[config.mk]
export PLATFORM = sky130hd
export DESIGN_NAME = mem_dump_unit
export DESIGN_NICKNAME = d
export VERILOG_FILES = /design/src/rtl/mem_dump_unit.sv
export SDC_FILE = /design/constraint.sdc
export NUM_CORES = 1
export LEC_CHECK = 0
export CAP_MARGIN = 20
export CELL_PAD_IN_SITES_DETAIL_PLACEMENT = 0
export CELL_PAD_IN_SITES_GLOBAL_PLACEMENT = 1
export CORE_ASPECT_RATIO = 0.7
export CORE_MARGIN = 2
export CORE_UTILIZATION = 33
export CTS_CLUSTER_DIAMETER = 40
export CTS_CLUSTER_SIZE = 24
export DETAILED_ROUTE_END_ITERATION = 7
export PLACE_DENSITY = 0.87
export SYNTH_ARGS = -nofsm -noshare
export SYNTH_HDL_FRONTEND = slang
export SYNTH_SLANG_ARGS = --single-unit
[constraint.sdc]
create_clock -name clk -period 2.65 [get_ports clk]
set_clock_uncertainty 0.1 [all_clocks]
set_input_delay 0.3975 -clock clk [delete_from_list [all_inputs] [get_ports clk]]
set_output_delay 0.3975 -clock clk [all_outputs]
set_load 0.02 [all_outputs]
[src/rtl/mem_dump_unit.sv]
// -----------------------------------------------------------------------------
// mem_dump_unit
//
// Walks a contiguous range of data-memory words after a start pulse and
// streams each 16-bit word to a byte-wide UART transmitter, high byte first.
// Used to dump RAM contents after a program run.
//
// Ports:
//   clk         system clock, rising edge
//   reset       synchronous active-high reset, overrides everything
//   start       one-cycle dump request, only honoured in IDLE
//   start_addr  first word address, captured on an accepted start
//   word_count  number of words to dump (0..2^AB), captured on an accepted start
//   RdRam       read strobe to data memory (READ and LATCH only)
//   WrRam       write strobe to data memory, never asserted
//   Addr        address to data memory, holds its last value outside reads
//   mem_data    data-memory output word
//   tx_start    one-cycle pulse, tx_data valid
//   tx_data     byte to transmit, held until the next byte is launched
//   tx_done     one-cycle pulse from transmitter, byte finished
//   busy        high from accepted start until the DONE state is left
//   done        one-cycle pulse when the dump completes
// -----------------------------------------------------------------------------
module mem_dump_unit #(
    parameter int AB = 11,
    parameter int DB = 16
) (
    input  logic          clk,
    input  logic          reset,
    input  logic          start,
    input  logic [AB-1:0] start_addr,
    input  logic [AB:0]   word_count,
    output logic          RdRam,
    output logic          WrRam,
    output logic [AB-1:0] Addr,
    input  logic [DB-1:0] mem_data,
    output logic          tx_start,
    output logic [7:0]    tx_data,
    input  logic          tx_done,
    output logic          busy,
    output logic          done
);

    typedef enum logic [3:0] {
        S_IDLE    = 4'd0,
        S_READ    = 4'd1,
        S_LATCH   = 4'd2,
        S_SEND_HI = 4'd3,
        S_WAIT_HI = 4'd4,
        S_SEND_LO = 4'd5,
        S_WAIT_LO = 4'd6,
        S_NEXT    = 4'd7,
        S_DONE    = 4'd8
    } state_t;

    localparam logic [AB-1:0] ADDR_ZERO = {AB{1'b0}};
    localparam logic [AB-1:0] ADDR_ONE  = {{(AB-1){1'b0}}, 1'b1};
    localparam logic [AB:0]   CNT_ZERO  = {(AB+1){1'b0}};
    localparam logic [AB:0]   CNT_ONE   = {{AB{1'b0}}, 1'b1};

    state_t        state_r;
    state_t        state_s;
    logic [AB-1:0] addr_r;
    logic [AB-1:0] addr_s;
    logic [AB:0]   count_r;
    logic [AB:0]   count_s;
    logic [DB-1:0] word_r;

    // Output registers and their next values
    logic          rd_ram_r;
    logic          rd_ram_s;
    logic [AB-1:0] addr_out_r;
    logic [AB-1:0] addr_out_s;
    logic          tx_start_r;
    logic          tx_start_s;
    logic [7:0]    tx_data_r;
    logic [7:0]    tx_data_s;
    logic          busy_r;
    logic          busy_s;
    logic          done_r;
    logic          done_s;

    // Next-state, datapath and next-output decode
    always_comb begin
        state_s = state_r;
        addr_s  = addr_r;
        count_s = count_r;

        case (state_r)
            S_IDLE: begin
                if (start) begin
                    addr_s  = start_addr;
                    count_s = word_count;
                    if (word_count == CNT_ZERO) begin
                        state_s = S_DONE;
                    end else begin
                        state_s = S_READ;
                    end
                end else begin
                    state_s = S_IDLE;
                end
            end
            S_READ:    state_s = S_LATCH;
            S_LATCH:   state_s = S_SEND_HI;
            S_SEND_HI: state_s = S_WAIT_HI;
            S_WAIT_HI: begin
                if (tx_done) begin
                    state_s = S_SEND_LO;
                end else begin
                    state_s = S_WAIT_HI;
                end
            end
            S_SEND_LO: state_s = S_WAIT_LO;
            S_WAIT_LO: begin
                if (tx_done) begin
                    state_s = S_NEXT;
                end else begin
                    state_s = S_WAIT_LO;
                end
            end
            S_NEXT: begin
                // Address wraps naturally at 2^AB
                addr_s  = addr_r + ADDR_ONE;
                count_s = count_r - CNT_ONE;
                if (count_s == CNT_ZERO) begin
                    state_s = S_DONE;
                end else begin
                    state_s = S_READ;
                end
            end
            S_DONE:  state_s = S_IDLE;
            default: state_s = S_IDLE;
        endcase

        // Outputs are registered from the upcoming state so they line up
        // with the state they belong to without a combinational path out.
        rd_ram_s   = (state_s == S_READ) || (state_s == S_LATCH);
        tx_start_s = (state_s == S_SEND_HI) || (state_s == S_SEND_LO);
        busy_s     = (state_s != S_IDLE);
        done_s     = (state_s == S_DONE);

        if (state_s == S_READ) begin
            addr_out_s = addr_s;
        end else begin
            addr_out_s = addr_out_r;
        end

        // Entering SEND_HI happens from LATCH, before word_r is loaded, so
        // the high byte is taken straight from the memory bus.
        case (state_s)
            S_SEND_HI: tx_data_s = mem_data[15:8];
            S_SEND_LO: tx_data_s = word_r[7:0];
            default:   tx_data_s = tx_data_r;
        endcase
    end

    // State, address, count and word registers
    always_ff @(posedge clk) begin
        if (reset) begin
            state_r <= S_IDLE;
            addr_r  <= ADDR_ZERO;
            count_r <= CNT_ZERO;
            word_r  <= {DB{1'b0}};
        end else begin
            state_r <= state_s;
            addr_r  <= addr_s;
            count_r <= count_s;
            if (state_r == S_LATCH) begin
                word_r <= mem_data;
            end else begin
                word_r <= word_r;
            end
        end
    end

    // Registered outputs
    always_ff @(posedge clk) begin
        if (reset) begin
            rd_ram_r   <= 1'b0;
            addr_out_r <= ADDR_ZERO;
            tx_start_r <= 1'b0;
            tx_data_r  <= 8'h00;
            busy_r     <= 1'b0;
            done_r     <= 1'b0;
        end else begin
            rd_ram_r   <= rd_ram_s;
            addr_out_r <= addr_out_s;
            tx_start_r <= tx_start_s;
            tx_data_r  <= tx_data_s;
            busy_r     <= busy_s;
            done_r     <= done_s;
        end
    end

    assign RdRam    = rd_ram_r;
    assign WrRam    = 1'b0;
    assign Addr     = addr_out_r;
    assign tx_start = tx_start_r;
    assign tx_data  = tx_data_r;
    assign busy     = busy_r;
    assign done     = done_r;

endmodule

==> results.yml, run 1 <==
outcome:
  status: "complete, but fails checks"
  violations: "negative setup slack"
timing:
  period_needed_ps: 2813
  finalSetupViolCount: 11
  max_freq_mhz: 355.5
  totalNegativeSetupSlack_ps: -1184
  hold_viol: 0
  tightestPinTransition_ps: 802.0
  rsz0062_at_grt: "yes"
  drv_slew: 0
  setup_ws_ps: -163.2
  slew_headroom_pct: 46.54
  period_share_pct: 106.2
logic_synthesis:
  syn-num-nets: 398
  synth.top_cells.by_area: "dfxtp_1 (40%), a21oi_1 (7.6%), nand2_1 (7.0%), mux2_4 (5.2%), nor2_1 (3.6%)"
  synth_cell_types: 56
  ys_seq_elements: 58
  synth_top_family_by_area: "simple AND/OR/NAND/NOR gates"
  synth_edf_count: 0
  synth-simple-area-share_pct: 24.85
  netlist_instances: 352
  muxShareOfSynthArea_pct: 5.890
  synth_warnings: 0
  synth_most_common_cell: "dfxtp_1"
  synth_top_flop_cell: "dfxtp_1"
  yosys.area_share.adder_pct: 1.290
  ys_seq_area_share_pct: 39.90
  syn_area_per_cell_sq_um: 8.268
  yosys.area.top_type: "dfxtp_1"
  async_flop_share_pct: 0
  synth_xor_area_share_pct: 0.6019
  synthTopCellsByCount: "dfxtp_1 (58), nand2_1 (54), a21oi_1 (44), nor2_1 (28), clkbuf_1 (24)"
  netlist_area_sq_um: 2910
  synth_top_area_share_pct: 39.90
  synth_compound_area_share_pct: 22.44
global_route:
  grt_pass1_vias: 2787
  grt_max_degree: 43
  antenna_found_initial: 0
  grt.total_usage_pct: 18.03
  grt_pass1_wl_mm: 13.32
  overflow: 0
cts:
  cts_root_buf: "clkbuf_16"
  cts_made_buffers: 9
  cts_htree_levels: 3
  insertion_delay_ps: 330
  clkTransAtPathRegs_ps: 50
  clk_path_buf_depth: 2
  cts_tree: "done"
  holdBufCountCts: 0
  clock_sinks: 58
placement:
  finalWeightedCongestion: 0.9002
  port_buffers: 65
  dp_hpwl_mm: 5.796
power_and_ir_drop:
  power.density_nw_per_um2: 837.3
  p_leak_nw: 1.713
  max-vdd-ir-drop_v: 0.0003944
  power_mw: 3.723
setup_path:
  worst-path-stages: 9
  critPathMaxStageDelay_ps: 570
  critical-path-top-delay-family: "compound AO/OA/AOI/OAI gates"
  crit_slowest_cell: "or4_4"
  cp.arrival_ps: 2920
  endpoint_kind: "register"
  path_class: "reg2reg"
  crit_chain: "buf_4 > or4_4 > a21oi_1 > o32a_1 > nor4_4 > a2111oi_4 > buf_4 > clkbuf_16 > mux2_4"
  reg2regPathDepth: 9
  cp_common_cell: "buf_4"
  critPathLaunchType: "register"
  worstPathRequired_ps: 2760
  crit_fanout: 6
  cp_num_buf_inv: 3
hold_path:
  min_path_cells: 2
  hold_path_class: "reg2reg"
die:
  start_util_pct: 34.19
  die_w_microns: 116.2
  row_count: 28
  die_y_microns: 82.57
  dieArea_sq_um: 9598
  io_pins: 67
  core-area_sq_um: 8513
drt:
  vias: 3005
  routed_wl_mm: 8.657
  first_pass_iters: 5
  wl_per_cell_microns: 15.11
  drt_iter0_markers: 206
  drc: 0
  ant_nets: 0
  vias_per_cell: 5.244
finish:
  synthToLayoutAreaGrowth_pct: 52.79
  drive_gt1_share_pct: 21.19
  diodes: 0
  nets: 494
flow_run:
  max-cap-violations: 0
-- cell families after synthesis --
| group | after synthesis |
|---|---|
| mux | 12 |
| buf+inv | 33 |
| other cells | 1 |
| simple gates | 143 |
| flops | 58 |
| fa+ha+maj | 3 |
| compound gates | 100 |
| xor+xnor | 2 |
-- routing by layer --
layer  routed length, microns  up-vias  track usage [%]
li1                         -     1464                -
met1                     4077     1392            24.40
met2                     3762      129            26.86
met3                      673       20            5.766
met4                      143        0            6.667
met5                        0        -                0
-- area by class of cell --
type,instances,area [sq um]
clock inverter,5,100.1
sequential,58,1165
multi-input combinational,261,1695
tap,120,150.1
inverter,3,11.26
timing repair buffer,115,1072
fill,752,4066
clock buffer,11,252.7
-- sequential cells by signal, summed over array words and instances (netlist names) --
| register | count |
|---|---|
| RdRam | 1 |
| busy | 1 |
| addr_r | 11 |
| tx_start | 1 |
| Addr | 11 |
| tx_data | 8 |
| state_r | 4 |
| done | 1 |
| word_r | 8 |
| count_r | 12 |
-- cells in the final DEF, fill, tap and decap left out, types with 3 or more instances in the layout --
cell and instances:
a21oi_1 44, a311oi_1 8, a31oi_1 10, and2_1 4, and3_1 3, buf_4 46, bufinv_16 3, clkbuf_16 11
clkdlybuf4s50_1 64, dfxtp_1 55, dfxtp_2 3, mux2_4 11, nand2_1 54, nand3_1 6, nor2_1 28, nor2b_1 12
nor3_1 11, nor4_1 6, o21ai_0 3, o21ai_1 14
-- path summary, 6_finish.rpt --
check / start / endpoint / slack, ps
worst max-delay path: count_r[0] / Addr[10] / -160
worst min-delay path: word_r[0] / word_r[0] / 350
worst max register to register: count_r[0] / Addr[10] / -160
worst min register to register: word_r[0] / word_r[0] / 350
-- report_power, final --
part	leakage (nW)	internal [mW]	switching [mW]
clock	0.176	0.965	0.400
sequential	0.475	1.00	0.0985
combinational	1.06	0.646	0.610
total	1.71	2.61	1.11
-- metrics by stage --
| step | util (%) | setup WS [ps] | cell area (sq um) | cells | hold WS, ps |
|---|---|---|---|---|---|
| final | 52.23 | -163.2 | 4447 | 573 | 354.6 |
| after global routing | 52.23 | -233.5 | 4447 | 573 | 379.0 |
| after global placement | 45.84 | -447.7 | 3902 | 548 | 343.1 |
| after detailed placement | 45.84 | -448.6 | 3902 | 548 | 348.3 |
| after floorplan | - | -39.82 | 2919 | 352 | 336.7 |
| after CTS | 50.46 | -92.79 | 4295 | 566 | 355.7 |
-- tightest hold or removal path, delay by kind of cell (launching register included) --
kind	cells	cell delay [ps]
and+or+nand+nor	1	50
DFF	1	300
AOI/OAI and AO/OA	1	50
-- repair_timing --
item	4_1_cts	5_1_grt
setup buffers	2	6
pin swaps	1	1
cloned	0	1
endpoints found under the setup margin	11	13
gates resized for setup	2	17
(Power assumes the default switching activity.)
==> run 2, diff against run 1 <==
--- a/config.mk
+++ b/config.mk
@@ -9,7 +9,7 @@
 export CELL_PAD_IN_SITES_DETAIL_PLACEMENT = 0
 export CELL_PAD_IN_SITES_GLOBAL_PLACEMENT = 1
 export CORE_ASPECT_RATIO = 0.7
-export CORE_MARGIN = 2
+export CORE_MARGIN = 4
 export CORE_UTILIZATION = 33
 export CTS_CLUSTER_DIAMETER = 40
 export CTS_CLUSTER_SIZE = 24
==> run 2 against run 1 <==
Compared with the run above:
- the run still ends with negative setup slack left
- die area increased by 8.5%
- clock-buffer cell count unchanged
- register-to-register slack improved by 150 ps
- maximum frequency increased by 5.6%
- cell area decreased by 2.3%
- combinational power decreased by 9.5%
- cell count decreased by 0.87%
- total power decreased by 2.7%
- routed wire length decreased by 2.9%
- via count decreased by 3.1%
- global-route usage decreased by 1.0 points
- critical path type unchanged
- sequential cell count unchanged
==> results.yml, run 2 (synthesized netlist as in run 1, its figures left out) <==
timing:
  whs_ps: 353.9
  max_freq_mhz: 375.3
  finalSetupViolCount: 11
  tightestPinTransition_ps: 805.4
  setup_ws_ps: -14.51
  period_share_pct: 100.5
  drv_slew: 0
  period_needed_ps: 2665
  slew_headroom_pct: 46.31
  totalNegativeSetupSlack_ps: -69.51
  hold_viol: 0
  rsz0062_at_grt: "yes"
finish:
  largest_register_ffs: 12
  fin_cells: 568
  layout_common_cells: "clkdlybuf4s50_1 (64), dfxtp_1 (56), nand2_1 (54), a21oi_1 (44), buf_4 (41)"
  diodes: 0
  drive_gt1_share_pct: 19.64
  regMostFlops: "count_r"
  synthToLayoutAreaGrowth_pct: 49.27
  design_area_sq_um: 4344
  layout_commonest_cell: "clkdlybuf4s50_1"
  nets: 489
cts:
  clock_sinks: 58
  insertion_delay_ps: 330
  holdBufCountCts: 0
  cts_root_buf: "clkbuf_16"
  cts_made_buffers: 9
  cts_htree_levels: 3
  cts_tree: "done"
  clkTransAtPathRegs_ps: 50
  clk_path_buf_depth: 2
die:
  start_util_pct: 34.19
  row_count: 28
  core-area_sq_um: 8513
  die_y_microns: 86.57
  die_w_microns: 120.2
  io_pins: 67
  dieArea_sq_um: 10410
global_route:
  overflow: 0
  grt_max_degree: 43
  grt_pass1_vias: 2870
  grt_pass1_wl_mm: 14.12
  antenna_found_initial: 0
  grt.total_usage_pct: 17.02
power_and_ir_drop:
  max-vdd-ir-drop_v: 0.0005546
  power_mw: 3.623
  power.density_nw_per_um2: 834.0
  p_leak_nw: 1.665
drt:
  drt_iter0_markers: 162
  ant_nets: 0
  vias: 2913
  wl_per_cell_microns: 14.80
  drc: 0
  first_pass_iters: 4
  routed_wl_mm: 8.406
  vias_per_cell: 5.129
setup_path:
  worstPathRequired_ps: 2770
  endpoint_kind: "register"
  reg2regPathDepth: 7
  crit_fanout: 11
  cp.arrival_ps: 2780
  path_class: "reg2reg"
  critPathLaunchType: "register"
placement:
  dp_cells: 549
  port_buffers: 65
  dp_hpwl_mm: 5.896
  place_area_sq_um: 3910
  finalWeightedCongestion: 0.8727
hold_path:
  hold_path_class: "reg2reg"
  min_path_cells: 2
outcome:
  status: "complete, but fails checks"
  violations: "negative setup slack"
flow_run:
  max-cap-violations: 0
[run 2: routing by layer]
| metal | wire length (microns) | vias up | track usage, % | part of all wire (%) |
|---|---|---|---|---|
| li1 | - | 1456 | - | - |
| met5 | 0 | - | 0 | 0 |
| met2 | 3504 | 113 | 25.38 | 42 |
| met3 | 783 | 12 | 8.023 | 9.3 |
| met1 | 4047 | 1332 | 22.69 | 48 |
| met4 | 71 | 0 | 3.498 | 0.84 |
[run 2: critical path, stage by stage, from the launching register on]
cell and delay, ps:
dfxtp_1 310, or4_4 530, or4b_4 510, o311ai_2 120, nor4_2 90, a2111oi_4 380, buf_12 200, mux2_4 300
[run 2: final cells by class]
cell class | count | area (sq um)
clock inverter | 5 | 100.1
tap | 120 | 150.1
inverter | 3 | 11.26
clock buffer | 11 | 252.7
timing repair buffer | 110 | 1016
multi-input combinational | 261 | 1650
fill | 783 | 4169
sequential | 58 | 1164
[run 2: stage by stage]
| step | worst slack, ps | utilization, % |
|---|---|---|
| floorplan | -39.82 | - |
| global placement | -410.4 | 45.93 |
| detailed placement | -457.0 | 45.93 |
| CTS | -5.294 | 50.96 |
| global route | -75.12 | 51.03 |
| finish | -14.51 | 51.03 |
[run 2: final timing paths]
check | startpoint | end | slack, ps
setup / recovery | count_r[4] | Addr[0] | -10
setup reg to reg | count_r[4] | Addr[0] | -10
hold / removal | word_r[6] | word_r[6] | 350
hold reg to reg | word_r[6] | word_r[6] | 350
[run 2: what timing repair did]
item,in CTS,in global routing
pin swaps,1,0
buffers inserted,3,0
gates resized for setup,11,1
setup endpoints to repair,11,12
[run 2: report_power, final]
part / switching (mW) / internal (mW) / total, mW / leakage [nW]
combinational: 0.568 / 0.577 / 1.14 / 1.01
sequential: 0.0892 / 1.00 / 1.09 / 0.475
clock: 0.421 / 0.966 / 1.39 / 0.176
total: 1.08 / 2.55 / 3.62 / 1.66
==> run 3, diff against run 2 <==
--- a/config.mk
+++ b/config.mk
@@ -9,9 +9,9 @@
 export CELL_PAD_IN_SITES_DETAIL_PLACEMENT = 0
 export CELL_PAD_IN_SITES_GLOBAL_PLACEMENT = 1
 export CORE_ASPECT_RATIO = 0.7
-export CORE_MARGIN = 4
+export CORE_MARGIN = 1.5
 export CORE_UTILIZATION = 33
-export CTS_CLUSTER_DIAMETER = 40
+export CTS_CLUSTER_DIAMETER = 100
 export CTS_CLUSTER_SIZE = 24
 export DETAILED_ROUTE_END_ITERATION = 7
 export PLACE_DENSITY = 0.87
==> run 3 against run 2 <==
Compared with the run above:
- the run still ends with negative setup slack left
- via count grew 1.0%
- maximum frequency shrank 1.1%
- non-clock buffer count grew 4
- critical path depth grew 3
==> results.yml, run 3 (synthesized netlist as in run 1, its figures left out) <==
outcome:
  status: "complete, but fails checks"
  violations: "negative setup slack"
setup_path:
  critPathLaunchType: "register"
  cp.arrival_ps: 2810
  worstPathRequired_ps: 2760
  crit_fanout: 4
  endpoint_kind: "register"
  rrSetupSlack_ps: -40
  path_class: "reg2reg"
die:
  core-area_sq_um: 8513
  die_y_microns: 81.57
  die_w_microns: 115.2
  start_util_pct: 34.19
  io_pins: 67
  row_count: 28
  dieArea_sq_um: 9401
cts:
  cts_made_buffers: 9
  clock_sinks: 58
  clk_path_buf_depth: 2
  holdBufCountCts: 0
  cts_tree: "done"
  cts_root_buf: "clkbuf_16"
  insertion_delay_ps: 330
  cts_htree_levels: 3
  clkTransAtPathRegs_ps: 50
timing:
  drv_slew: 0
  period_share_pct: 101.7
  finalSetupViolCount: 11
  setup_ws_ps: -44.19
  hold_viol: 0
  tightestPinTransition_ps: 893.0
  period_needed_ps: 2694
  rsz0062_at_grt: "yes"
  slew_headroom_pct: 40.47
  max_freq_mhz: 371.2
  totalNegativeSetupSlack_ps: -348.1
drt:
  first_pass_iters: 4
  vias: 2942
  ant_nets: 0
  routed_wl_mm: 8.381
  drc: 0
  vias_per_cell: 5.152
  drt_iter0_markers: 159
  wl_per_cell_microns: 14.68
power_and_ir_drop:
  power.density_nw_per_um2: 771.7
  p_leak_nw: 1.653
  max-vdd-ir-drop_v: 0.0003894
global_route:
  grt_pass1_wl_mm: 13.16
  grt.busiest_layer: "met2"
  met2_usage_pct: 26.19
  grt.total_usage_pct: 18.25
  grt_pass1_vias: 2703
  use_met3_pct: 7.380
  grt_use_met1_pct: 24.29
  antenna_found_initial: 0
  grt_max_degree: 43
  overflow: 0
finish:
  diodes: 0
  synthToLayoutAreaGrowth_pct: 48.15
  drive_gt1_share_pct: 20.62
  largest_register_ffs: 12
  regMostFlops: "count_r"
  design_area_sq_um: 4312
  layout_commonest_cell: "clkdlybuf4s50_1"
  nets: 493
  layout_common_cells: "clkdlybuf4s50_1 (64), dfxtp_1 (55), nand2_1 (54), buf_4 (44), a21oi_1 (43)"
placement:
  dp_hpwl_mm: 5.665
  finalWeightedCongestion: 0.8530
  port_buffers: 65
  place_area_sq_um: 3895
hold_path:
  hold_path_class: "reg2reg"
flow_run:
  max-cap-violations: 0
run 3: final cells by class:
| cell class | count | area, sq um |
|---|---|---|
| Tap cell | 120 | 150.1 |
| Sequential cell | 58 | 1165 |
| Timing Repair Buffer | 114 | 1041 |
| Clock inverter | 4 | 20.02 |
| Multi-Input combinational cell | 261 | 1692 |
| Inverter | 3 | 11.26 |
| Fill cell | 805 | 4202 |
| Clock buffer | 11 | 232.7 |
run 3: power breakdown:
part	total (mW)	switching (mW)	internal, mW	leakage, nW
logic	1.23	0.607	0.624	1.05
registers	1.09	0.0899	1.00	0.475
clock network	1.00	0.383	0.618	0.129
total	3.33	1.08	2.25	1.65
run 3: what timing repair did:
item | CTS | global route
resized for setup | 12 | 9
buffers inserted | 7 | 2
pin swaps | 5 | 7
endpoints found under the setup margin | 11 | 11
run 3: worst max-delay path: stages (launching register included):
cell	delay, ps
dfxtp_2	320
inv_2	70
ha_4	150
buf_4	110
nor4b_4	210
or4b_4	520
o311ai_4	130
nor4_4	70
a2111oi_4	370
buf_4	220
mux2_4	300
run 3: path summary, 6_finish.rpt:
check / from / endpoint / depth (start not counted)
worst min register to register: word_r[5] / word_r[5] / 2
worst max-delay path: count_r[0] / Addr[1] / 10
worst max register to register: count_r[0] / Addr[1] / 10
worst min-delay path: word_r[5] / word_r[5] / 2
run 3: layer usage:
layer / wire length [microns] / vias up
met5: 0 / -
met4: 141 / 0
met3: 718 / 15
met2: 3556 / 102
met1: 3965 / 1362
li1: - / 1463
run 3: metrics by stage:
step	utilization, %	hold WS, ps	cells	power, mW	setup WS, ps
floorplan	-	336.7	352	1.748	-39.82
global placement	45.75	343.3	547	2.160	-448.1
detailed placement	45.75	349.3	547	2.166	-462.9
CTS	49.85	356.3	569	3.265	-167.1
global route	50.65	369.0	571	3.509	-97.42
finish	50.65	353.8	571	3.327	-44.19
